[config.mk]
export PLATFORM = sky130hd
export DESIGN_NAME = alveo_reset_sequencer
export DESIGN_NICKNAME = d
export VERILOG_FILES = /design/src/rtl/alveo_reset_sequencer.sv
export SDC_FILE = /design/constraint.sdc
export NUM_CORES = 1
export LEC_CHECK = 0
export BUFFER_PORTS_ARGS = -buffer_cell sky130_fd_sc_hd__buf_2
export CELL_PAD_IN_SITES_DETAIL_PLACEMENT = 0
export CELL_PAD_IN_SITES_GLOBAL_PLACEMENT = 1
export CORE_MARGIN = 1
export CORE_UTILIZATION = 30
export DETAILED_ROUTE_END_ITERATION = 16
export PLACE_DENSITY_LB_ADDON = 0.3
export SETUP_SLACK_MARGIN = 0.4
export SLEW_MARGIN = 0
export SYNTH_ARGS = -nofsm -noshare
export SYNTH_HDL_FRONTEND = slang
export SYNTH_SLANG_ARGS = --single-unit
[constraint.sdc]
create_clock -name sys_clk -period 1.7 [get_ports sys_clk]
set_input_delay 0 -clock sys_clk [delete_from_list [all_inputs] [get_ports sys_clk]]
set_output_delay 0 -clock sys_clk [all_outputs]
set_load 0.005 [all_outputs]
[src/rtl/alveo_reset_sequencer.sv]
// -----------------------------------------------------------------------------
// alveo_reset_sequencer
//
// Post-clocking reset sequencer in the sys_clk domain. It holds every
// downstream reset domain in reset for a minimum hold time and then waits for
// MMCM lock and IDELAYCTRL ready. After that it releases the domains one at a
// time. Each release waits for that stage's ready acknowledgement and then a
// settle gap. Loss of lock or a software request re-sequences from scratch.
//
// Optional feature macro: RST_SEQ_TIMEOUT_EN
//   defined   - WAIT_RDY is bounded by TIMEOUT_CYCLES. On expiry the sequencer
//               parks in ERROR, reporting the stage index on fault_stage.
//   undefined - WAIT_RDY waits forever; seq_error/fault_stage are tied to 0.
//
// Ports
//   sys_clk       in   sequencer clock
//   sys_rst       in   synchronous active-high reset
//   pll_lock      in   MMCM LOCKED (async, 2-flop synchronised)
//   idelay_rdy    in   IDELAYCTRL RDY (async, 2-flop synchronised)
//   stage_rdy     in   per-stage ready acknowledgement (async, per-bit sync)
//   sw_reset_req  in   one-cycle pulse requesting a full re-sequence
//   rst_out       out  active-high reset per stage (registered)
//   seq_done      out  all stages released and ready (registered)
//   seq_error     out  stage timeout latched (registered)
//   fault_stage   out  index of the timed-out stage (registered)
// -----------------------------------------------------------------------------
module alveo_reset_sequencer #(
    parameter int N_STAGES       = 4,
    parameter int HOLD_CYCLES    = 1024,
    parameter int GAP_CYCLES     = 256,
    parameter int TIMEOUT_CYCLES = 65535
) (
    input  logic                sys_clk,
    input  logic                sys_rst,
    input  logic                pll_lock,
    input  logic                idelay_rdy,
    input  logic [N_STAGES-1:0] stage_rdy,
    input  logic                sw_reset_req,
    output logic [N_STAGES-1:0] rst_out,
    output logic                seq_done,
    output logic                seq_error,
    output logic [2:0]          fault_stage
);

    localparam int CNT_MAX_HG = (HOLD_CYCLES > GAP_CYCLES) ? HOLD_CYCLES : GAP_CYCLES;
    localparam int CNT_MAX    = (CNT_MAX_HG > TIMEOUT_CYCLES) ? CNT_MAX_HG : TIMEOUT_CYCLES;
    localparam int CNT_W      = $clog2(CNT_MAX + 1);
    localparam int HOLD_LAST  = HOLD_CYCLES - 1;
    // GAP_LAST is only consulted when GAP_CYCLES > 0; the guard keeps it non-negative.
    localparam int GAP_LAST   = (GAP_CYCLES > 0) ? GAP_CYCLES - 1 : 0;
`ifdef RST_SEQ_TIMEOUT_EN
    localparam int TO_LAST    = TIMEOUT_CYCLES - 1;
`endif
    localparam logic [2:0] LAST_STAGE = 3'(N_STAGES - 1);

    typedef enum logic [2:0] {
        ST_HOLD        = 3'd0,
        ST_WAIT_LOCK   = 3'd1,
        ST_WAIT_IDELAY = 3'd2,
        ST_WAIT_RDY    = 3'd3,
        ST_GAP         = 3'd4,
        ST_DONE        = 3'd5,
        ST_ERROR       = 3'd6
    } state_t;

    // One-hot selector for stage idx; out-of-range indices select nothing.
    function automatic logic [N_STAGES-1:0] stage_mask(input logic [2:0] idx);
        logic [N_STAGES-1:0] m;
        m = '0;
        for (int i = 0; i < N_STAGES; i++) begin
            m[i] = (3'(i) == idx);
        end
        return m;
    endfunction

    state_t              state;
    logic [CNT_W-1:0]    cnt;
    logic [2:0]          k;
    logic                pll_meta, pll_sync;
    logic                idl_meta, idl_sync;
    logic [N_STAGES-1:0] rdy_meta, rdy_sync;
    logic                restart_s;
    logic                stage_hit_s;

    // Two-flop synchronisers for the asynchronous status inputs.
    always_ff @(posedge sys_clk) begin
        if (sys_rst) begin
            pll_meta <= 1'b0;
            pll_sync <= 1'b0;
            idl_meta <= 1'b0;
            idl_sync <= 1'b0;
            rdy_meta <= '0;
            rdy_sync <= '0;
        end else begin
            pll_meta <= pll_lock;
            pll_sync <= pll_meta;
            idl_meta <= idelay_rdy;
            idl_sync <= idl_meta;
            rdy_meta <= stage_rdy;
            rdy_sync <= rdy_meta;
        end
    end

    // Restart request: software pulse, or lock loss outside HOLD. ERROR is
    // excluded so a timed-out sequence stays parked until software clears it.
    always_comb begin
        restart_s   = sw_reset_req |
                      (~pll_sync & (state != ST_HOLD) & (state != ST_ERROR));
        stage_hit_s = |(rdy_sync & stage_mask(k));
    end

    // Sequencer FSM with registered outputs.
    always_ff @(posedge sys_clk) begin
        if (sys_rst || restart_s) begin
            state    <= ST_HOLD;
            cnt      <= '0;
            k        <= 3'd0;
            rst_out  <= '1;
            seq_done <= 1'b0;
`ifdef RST_SEQ_TIMEOUT_EN
            seq_error   <= 1'b0;
            fault_stage <= 3'd0;
`endif
        end else begin
            case (state)
                ST_HOLD: begin
                    if (cnt == CNT_W'(HOLD_LAST)) begin
                        state <= ST_WAIT_LOCK;
                        cnt   <= '0;
                    end else begin
                        cnt <= cnt + CNT_W'(1);
                    end
                end
                ST_WAIT_LOCK: begin
                    cnt <= '0;
                    if (pll_sync) begin
                        state <= ST_WAIT_IDELAY;
                    end else begin
                        state <= ST_WAIT_LOCK;
                    end
                end
                ST_WAIT_IDELAY: begin
                    cnt <= '0;
                    if (idl_sync) begin
                        rst_out <= rst_out & ~stage_mask(k);
                        state   <= ST_WAIT_RDY;
                    end else begin
                        state <= ST_WAIT_IDELAY;
                    end
                end
                ST_WAIT_RDY: begin
                    if (stage_hit_s) begin
                        cnt <= '0;
                        if (k == LAST_STAGE) begin
                            state    <= ST_DONE;
                            rst_out  <= '0;
                            seq_done <= 1'b1;
                        end else if (GAP_CYCLES == 0) begin
                            // No settle gap: release the next stage right away.
                            rst_out <= rst_out & ~stage_mask(k + 3'd1);
                            k       <= k + 3'd1;
                        end else begin
                            state <= ST_GAP;
                        end
`ifdef RST_SEQ_TIMEOUT_EN
                    end else if (cnt == CNT_W'(TO_LAST)) begin
                        state       <= ST_ERROR;
                        cnt         <= '0;
                        rst_out     <= '1;
                        seq_done    <= 1'b0;
                        seq_error   <= 1'b1;
                        fault_stage <= k;
                    end else begin
                        cnt <= cnt + CNT_W'(1);
                    end
`else
                    end else begin
                        cnt <= '0;
                    end
`endif
                end
                ST_GAP: begin
                    if (cnt == CNT_W'(GAP_LAST)) begin
                        rst_out <= rst_out & ~stage_mask(k + 3'd1);
                        k       <= k + 3'd1;
                        cnt     <= '0;
                        state   <= ST_WAIT_RDY;
                    end else begin
                        cnt <= cnt + CNT_W'(1);
                    end
                end
                ST_DONE: begin
                    // Later drops of stage_rdy are deliberately ignored here.
                    state    <= ST_DONE;
                    rst_out  <= '0;
                    seq_done <= 1'b1;
                end
`ifdef RST_SEQ_TIMEOUT_EN
                ST_ERROR: begin
                    state    <= ST_ERROR;
                    rst_out  <= '1;
                    seq_done <= 1'b0;
                end
`endif
                default: begin
                    state    <= ST_HOLD;
                    cnt      <= '0;
                    k        <= 3'd0;
                    rst_out  <= '1;
                    seq_done <= 1'b0;
                end
            endcase
        end
    end

`ifndef RST_SEQ_TIMEOUT_EN
    assign seq_error   = 1'b0;
    assign fault_stage = 3'd0;
`endif

endmodule

==> results.tsv, run 1 <==
metric	value	unit
multi_input_area	0.00144	mm²
worst_setup_path_end_kind	flop	
diodes	0	
gp_congestion	0.825	
grt_start_max_net_pins	15	
powerDensity	556	mW/mm²
status	finished, violations left	
peakVddDrop	0.000467	V
drc	4	
wire_per_inst	14.3	µm
cp.required	1.92	ns
initial_core_util	31.5	%
ys.flop_type	dfxtp_1	
setup_tns	0	ns
r2r_slack	0.03	ns
grt_pass1_vias	1956	
num_rows	29	
finalClockSkew	0.00841	ns
cts_root_buf	clkbuf_8	
core_area	0.00646	mm²
synth_cells	241	
die_w	84.4	µm
yosysSeqAreaShare	38.3	%
cts_sinks	39	
syn-cell-area	0.00204	mm²
dieArea	0.00712	mm²
viasPerCell	5.01	
fin_cells	380	
final-max-slew-violation-count	0	
grt.overflow.total	0	
period_share	98.1	%
async_flop_share	0	%
cellLeakagePower	1.11	nW
finalHoldViolations	0	
vias	1904	
port_buffers	13	
min_path_type	in2reg	
cts_inserted_buffers	5	
worstSetupPathType	reg2reg	
clock.fmax	599	MHz
fillCellCount	613	
wl	5.43	mm
maxCapViolCount	0	
antenna_left	0	
antenna_found_initial	0	
ys_types	55	
dp_cells	343	
startpoint_type	flop	
grt_setup_unrepaired	true	
violations	design-rule violations	
crit_fanout	5	
clock_path_buffers	2	
synth-edff-count	0	
initialDrtViolationCount	110	
place_hpwl	3.50	mm
grt_first_pass_wirelength	9.31	mm
worstPathArrival	1.89	ns
synth-seq-cells	39	
syn_to_final_growth	49.5	%
drive_gt1_share	45.2	%
fin_util	47.2	%
setup_viol	0	
synth_area_per_cell	8.45	µm²
synth_warnings	0	
drtPass1Iterations	10	
cts_tree	yes	
gr-usage-all-layers	16.3	%
die_y	84.4	µm
nets	318	
ff_latch_area	812	µm²
period_needed	1.67	ns
io_pins	18	
cts.clk_slew.worst_paths	0.08	ns
clk_latency	0.30	ns
htree_levels	2	
==> final cells by class <==
type	count	area share [%]
well taps	77	3.16
clock inverters	3	0.781
inverters	6	0.904
repair buffers	68	18.9
flip-flops and latches	39	26.7
multi-input cells	182	47.3
clock buffers	5	2.26
==> per-layer routing <==
metal  vias up  GRT usage, %  routed length, µm
li1        978             -                  -
met1       886          21.2               2530
met2        30          27.6               2640
met3        10          3.15                157
met4         0          4.62                101
met5         -             0                  0
==> critical path, cell delays in order, from the launching register on <==
cell	delay, ns
dfxtp_4	0.36
ha_4	0.15
and3_4	0.19
and3_4	0.16
a21oi_4	0.18
or3b_4	0.40
a31oi_1	0.15
==> cell usage in the layout (no fill, tap or decap), drive strengths merged, types with 6 or more instances in the layout <==
master       instances
buf                 62
dfxtp               39
a21oi               22
nand2               18
nor2                16
o21ai               16
nor2b               14
nand3               11
ha                   7
inv                  7
nand4                6
dlygate4sd3          6
and3                 6
==> power breakdown <==
group          leakage, nW   total, W  switching (W)  internal [W]
Sequential           0.325   0.000927     0.00000739      0.000920
Clock               0.0408   0.000670       0.000377      0.000294
Combinational        0.741  0.0000950      0.0000404     0.0000546
Total                 1.11    0.00169       0.000424       0.00127
==> cells in the mapped netlist, types with 4 or more instances <==
library cell	n	area share (%)
a21oi_1	21	5.2
ha_1	7	4.3
buf_2	6	1.5
inv_1	6	1.1
nand3_1	10	2.5
a31oi_1	4	1.2
buf_4	5	1.8
dfxtp_1	39	38
a21o_1	4	1.5
nand2_1	18	3.3
nand4_1	6	1.8
nor2b_1	14	4.3
and3_1	5	1.5
nor3_1	4	0.98
nor2_1	16	2.9
o21ai_0	14	3.4
clkbuf_1	5	0.92
==> sequential cells by signal (all words and copies together) (netlist names) <==
register	count
k	3
pll_meta	1
seq_done	1
cnt	16
rst_out	4
pll_sync	1
rdy_meta	4
idl_meta	1
rdy_sync	4
idl_sync	1
state	3
==> through the flow <==
stage | instance area [µm²] | power, W | hold WS [ns] | setup slack (ns)
floorplan | 2150 | 0.000997 | 0.0716 | 0.0639
global placement | 2410 | 0.00101 | 0.206 | 0.0759
detailed placement | 2410 | 0.00101 | 0.214 | 0.0367
CTS | 2890 | 0.00172 | 0.0178 | 0.0439
global route | 3050 | 0.00177 | 0.0327 | 0.00333
finish | 3050 | 0.00169 | 0.0223 | 0.0317
==> logic make-up after synthesis <==
| family | count (synthesis) | share of synthesized area, % |
|---|---|---|
| AND/OR/NAND/NOR | 99 | 27.5 |
| adder cells (fa/ha/maj) | 7 | 4.30 |
| other | 1 | 0.184 |
| multiplexers | 2 | 0.983 |
| flip-flops | 39 | 38.3 |
| buffers and inverters | 23 | 5.90 |
| AO/OA/AOI/OAI | 70 | 22.8 |
==> worst paths after layout <==
check,startpoint,to,cells after the start
worst max-delay path,cnt[1]$_SDFFE_PP0N_,cnt[13]$_SDFFE_PP0N_,6
worst min-delay path,sys_rst,rdy_sync[0]$_SDFF_PP0_,2
worst max register to register,cnt[1]$_SDFFE_PP0N_,cnt[13]$_SDFFE_PP0N_,6
worst min register to register,rdy_meta[0]$_SDFF_PP0_,rdy_sync[0]$_SDFF_PP0_,1
==> repair_timing <==
item / in CTS / in global routing
hold endpoints to repair: 6 / 0
pin swaps: 19 / 24
gates cloned: 1 / 0
setup buffers: 18 / 4
setup endpoints to repair: 27 / 27
gates resized for setup: 43 / 36
hold buffers: 6 / 0
Power figures use the tool's default switching activity.
==> run 2: changes to the inputs <==
- ABC_CLOCK_PERIOD_IN_PS: unset -> 1700
- PLACE_DENSITY_LB_ADDON: 0.3 -> 0.1
==> run 2 against run 1 <==
The flow still finishes with violations (design-rule violations). Worst setup slack better by 0.037 ns. Power down 1.3%. First-iteration DRC count down 3.6%. Largest cell class unchanged.
==> results.tsv, run 2 (synthesized netlist as in run 1, its figures left out) <==
metric	value	unit
diodes	0	
grt_setup_unrepaired	true	
wl	5.44	mm
path_cells	ha_4 > and3_4 > and3_4 > a21oi_4 > or3b_1 > a31oi_1	
worstSetupPathType	reg2reg	
dieArea	0.00712	mm²
viasPerCell	5.06	
cts_inserted_buffers	5	
cts_sinks	39	
place_hpwl	3.80	mm
worst-r2r-cell-count	6	
period_needed	1.63	ns
grt.overflow.total	0	
largest_reg_flops	16	
path_common_cell	and3_4	
initialDrtViolationCount	106	
nets	314	
finalClockSkew	0.00485	ns
crit_fanout	7	
antenna_found_initial	0	
postLayoutCellArea	0.00296	mm²
min_path_type	in2reg	
violations	design-rule violations	
core_area	0.00646	mm²
worst_setup_path_end_kind	flop	
grt_first_pass_wirelength	8.92	mm
grt_pass1_vias	1849	
vias	1904	
maxCapViolCount	0	
drtPass1Iterations	10	
antenna_left	0	
largest_register	cnt	
final_common_cell	buf_4	
status	finished, violations left	
max_stage_delay	0.37	ns
die_w	84.4	µm
final_cell_mix	buf_4, dfxtp_1, nand2_1	
grt_start_max_net_pins	15	
initial_core_util	31.5	%
clk_latency	0.30	ns
num_rows	29	
setup_viol	0	
holdPathStages	2	
worstPathArrival	1.86	ns
startpoint_type	flop	
fillCellCount	631	
wire_per_inst	14.5	µm
gr-usage-all-layers	16.0	%
finalHoldViolations	0	
clock_path_buffers	2	
post_dp_cell_area	0.00241	mm²
htree_levels	2	
cts_root_buf	clkbuf_8	
gp_congestion	0.736	
drc	5	
port_buffers	13	
final-max-slew-violation-count	0	
peakVddDrop	0.000344	V
powerDensity	564	mW/mm²
crit_path_top_delay_cell	or3b_1	
syn_to_final_growth	45.5	%
cts_tree	yes	
clock.fmax	613	MHz
io_pins	18	
period_share	95.9	%
drive_gt1_share	44.1	%
die_y	84.4	µm
cp.required	1.93	ns
cts.clk_slew.worst_paths	0.09	ns
finalPower	0.00167	W
cellLeakagePower	1.08	nW
==> run 2: cell count changes in the layout (fill, tap and decap cells not counted), sizes merged <==
| cell | change |
|---|---|
| inv | -1 |
| clkinv | +2 |
| clkinvlp | -1 |
| buf | -4 |
==> run 2: path summary, 6_finish.rpt <==
path / endpoint / start / slack, ns
setup / recovery: cnt[13]$_SDFFE_PP0N_ / cnt[0]$_SDFFE_PP0N_ / 0.07
hold / removal: rdy_meta[1]$_SDFF_PP0_ / sys_rst / 0.03
setup reg to reg: cnt[13]$_SDFFE_PP0N_ / cnt[0]$_SDFFE_PP0N_ / 0.07
hold reg to reg: rdy_sync[0]$_SDFF_PP0_ / rdy_meta[0]$_SDFF_PP0_ / 0.44
==> run 2: repair_timing <==
action | in CTS | in global routing
cloned | 0 | 1
hold buffers | 6 | 0
gates resized for setup | 39 | 32
pin swaps | 18 | 21
endpoints found under the setup margin | 27 | 27
setup buffers | 10 | 6
endpoints found under the hold margin | 6 | 0
==> run 2: area by class of cell <==
class                           instances  area, µm²  area share [%]
Multi-Input combinational cell        182       1440            48.7
Tap cell                               77       96.3            3.25
Inverter                                6       27.5           0.929
Sequential cell                        39        807            27.2
Timing Repair Buffer                   64        494            16.7
Clock buffer                            5       68.8            2.32
Clock inverter                          3       25.0           0.845
==> run 2: power breakdown <==
group | switching [W] | internal (W)
registers | 0.00000833 | 0.000923
clock network | 0.000364 | 0.000294
logic | 0.0000360 | 0.0000453
==> run 2: worst max-delay path, delay by kind of cell, from the launching register on <==
family | cells | cell delay, ns
adder cells (fa/ha/maj) | 1 | 0.15
flip-flops | 1 | 0.36
AND/OR/NAND/NOR | 3 | 0.72
AO/OA/AOI/OAI | 2 | 0.33
==> run 2: routing by layer <==
layer	GRT usage [%]	up-vias	wire length, µm	share of wire (%)
met5	0	-	0	0
met4	5.70	0	65	1.2
met3	3.05	7	143	2.6
met2	25.1	34	2380	44
met1	21.9	887	2850	52
li1	-	976	-	-
==> run 2: stage by stage <==
step / std cells / hold slack (ns) / setup TNS [ns] / setup slack [ns] / utilization (%)
floorplan: 244 / 0.0716 / 0 / 0.0639 / -
global placement: 345 / 0.211 / 0 / 0.0585 / 37.3
detailed placement: 345 / 0.217 / 0 / 0.0236 / 37.3
CTS: 369 / 0.0193 / 0 / 0.0669 / 43.0
global route: 376 / 0.0300 / -0.000523 / -0.000523 / 45.9
finish: 376 / 0.0293 / 0 / 0.0691 / 45.9
==> run 3: changes to the inputs <==
- CORE_UTILIZATION: 30 -> 40
==> run 3 against run 2 <==
The run now ends clean. Worst hold slack got worse by 0.017 ns. Die area decreased by 24%. Sequential share of layout area fell by 0.29 points. Register-to-register slack about the same. Final cell count decreased by 2.1%. Critical path depth did not move. Clock power increased by 25%. Global-route usage increased by 4.6 points. Sequential power is essentially flat. Critical endpoint is now cnt[9]$_SDFFE_PP0N_. Largest power group unchanged.
==> results.tsv, run 3 (synthesized netlist as in run 1, its figures left out) <==
metric	value	unit
die_w	73.4	µm
grt_setup_unrepaired	true	
gp_congestion	0.801	
cell_internal_pwr	0.00141	W
cts_inserted_buffers	5	
path_cells	nor4_4 > o211a_4 > a21oi_4 > buf_4 > nor3b_2 > o31a_1	
p_seq_share	50.8	%
timing.rr.start	cnt[12]$_SDFFE_PP0N_	
cp.required	1.89	ns
cts_root_buf	clkbuf_8	
p_clk_share	44.7	%
setup_viol	0	
diodes	0	
r2r_slack	0.05	ns
period_share	96.8	%
period_needed	1.65	ns
cts_tree	yes	
drive_gt1_share	43.2	%
core_area	0.00482	mm²
grt_start_max_net_pins	17	
hold_end	idl_meta$_SDFF_PP0_	
largest_reg_flops	16	
antenna_left	0	
worst-r2r-cell-count	6	
syn_to_final_growth	46.1	%
crit_family	compound AO/OA/AOI/OAI gates	
final-max-slew-violation-count	0	
port_buffers	13	
place_hpwl	3.48	mm
min_path_type	in2reg	
largest_register	cnt	
max_stage_delay	0.35	ns
gr-usage-all-layers	20.6	%
num_rows	25	
drtPass1Iterations	4	
setup_tns	0	ns
final_common_cell	buf_4	
maxCapViolCount	0	
ff_latch_area	802	µm²
crit_path_top_delay_cell	dfxtp_2	
crit_cells	6	
worst_setup_path_end_kind	flop	
htree_levels	2	
grt.overflow.total	0	
min-delay-start	sys_rst	
final_cell_mix	buf_4, dfxtp_1, nand2_1	
clock_path_buffers	2	
cts_sinks	39	
cellLeakagePower	1.09	nW
multi_input_area	0.00144	mm²
crit_fanout	5	
powerDensity	617	mW/mm²
nets	316	
wire_per_inst	14.4	µm
worstSetupPathType	reg2reg	
worstPathArrival	1.84	ns
initialDrtViolationCount	100	
io_pins	18	
antenna_found_initial	0	
swShare	23.0	%
drc	0	
wl	5.30	mm
finalHoldViolations	0	
grt_first_pass_wirelength	8.31	mm
finalClockSkew	0.00835	ns
p_comb_share	4.5	%
postLayoutCellArea	0.00298	mm²
startpoint_type	flop	
viasPerCell	5.35	
crit_buf_inv	1	
die_y	73.4	µm
r2r-end	cnt[9]$_SDFFE_PP0N_	
vias	1970	
peakVddDrop	0.000464	V
grt_pass1_vias	1809	
holdPathStages	2	
switching_power	0.000422	W
clk_latency	0.30	ns
fillCellCount	424	
post_dp_cell_area	0.00241	mm²
dieArea	0.00538	mm²
cts.clk_slew.worst_paths	0.09	ns
initial_core_util	42.3	%
status	finished, final reports clean	
clock.fmax	608	MHz
## run 3: changes by cell type in the layout (fill, tap and decap cells not counted), moves of 2 or more
cell / change
buf_4: +3
a21oi_1: -2
nand3_1: +2
dfxtp_1: +2
o21ai_2: -3
o21ai_0: +2
nand3_2: -3
nor2_1: -2
a21oi_2: +3
## run 3: timing repair
| item | CTS | global route |
|---|---|---|
| hold endpoints to repair | 6 | 0 |
| hold buffers | 6 | 0 |
| gates resized for setup | 40 | 24 |
| buffers inserted | 12 | 5 |
| cloned | 1 | 0 |
| pin swaps | 18 | 18 |
| endpoints found under the setup margin | 27 | 27 |
## run 3: stage by stage
stage	instances	worst slack (ns)	util [%]	hold WS, ns	total power [W]
2_1_floorplan	244	0.0639	-	0.0716	0.000997
3_3_place_gp	336	0.0510	49.9	0.208	0.00101
3_5_place_dp	336	0.0432	49.9	0.213	0.00101
6_report	368	0.0548	61.8	0.0118	0.00184
5_1_grt	368	0.00880	61.8	0.0391	0.00190
4_1_cts	363	0.0767	58.7	0.0183	0.00185
## run 3: final cells by class
| cell class | count | share of cell area [%] |
|---|---|---|
| Tap cell | 67 | 2.82 |
| Inverter | 6 | 0.925 |
| Sequential cell | 39 | 26.9 |
| Multi-Input combinational cell | 182 | 48.4 |
| Timing Repair Buffer | 66 | 17.0 |
| Clock inverter | 3 | 1.60 |
| Clock buffer | 5 | 2.31 |
## run 3: power by group through the flow
| stage | logic, W | clock network (W) | registers [W] |
|---|---|---|---|
| finish | 0.0000831 | 0.000821 | 0.000933 |
| global route | 0.0000907 | 0.000877 | 0.000935 |
| CTS | 0.0000776 | 0.000837 | 0.000932 |
| detailed placement | 0.0000562 | 0 | 0.000958 |
| global placement | 0.0000554 | 0 | 0.000957 |
| floorplan | 0.0000406 | 0 | 0.000956 |
## run 3: worst max path at each step
stage          slack [ns]                 endpoint                  start
6_report             0.05      cnt[9]$_SDFFE_PP0N_   cnt[12]$_SDFFE_PP0N_
5_1_grt             0.009     cnt[11]$_SDFFE_PP0N_    cnt[1]$_SDFFE_PP0N_
4_1_cts              0.08     cnt[13]$_SDFFE_PP0N_    cnt[1]$_SDFFE_PP0N_
3_5_place_dp         0.04     cnt[13]$_SDFFE_PP0N_    cnt[1]$_SDFFE_PP0N_
3_3_place_gp         0.05  rst_out[0]$_SDFFE_PP1P_  state[2]$_SDFFE_PP0P_
2_1_floorplan        0.06     cnt[13]$_SDFFE_PP0N_    cnt[0]$_SDFFE_PP0N_
## run 3: metal layers
metal	part of all wire (%)	vias up	global-route usage [%]
met4	2.0	0	8.76
li1	-	977	-
met5	0	-	0
met3	4.3	12	4.94
met2	45	55	30.9
met1	49	926	28.2
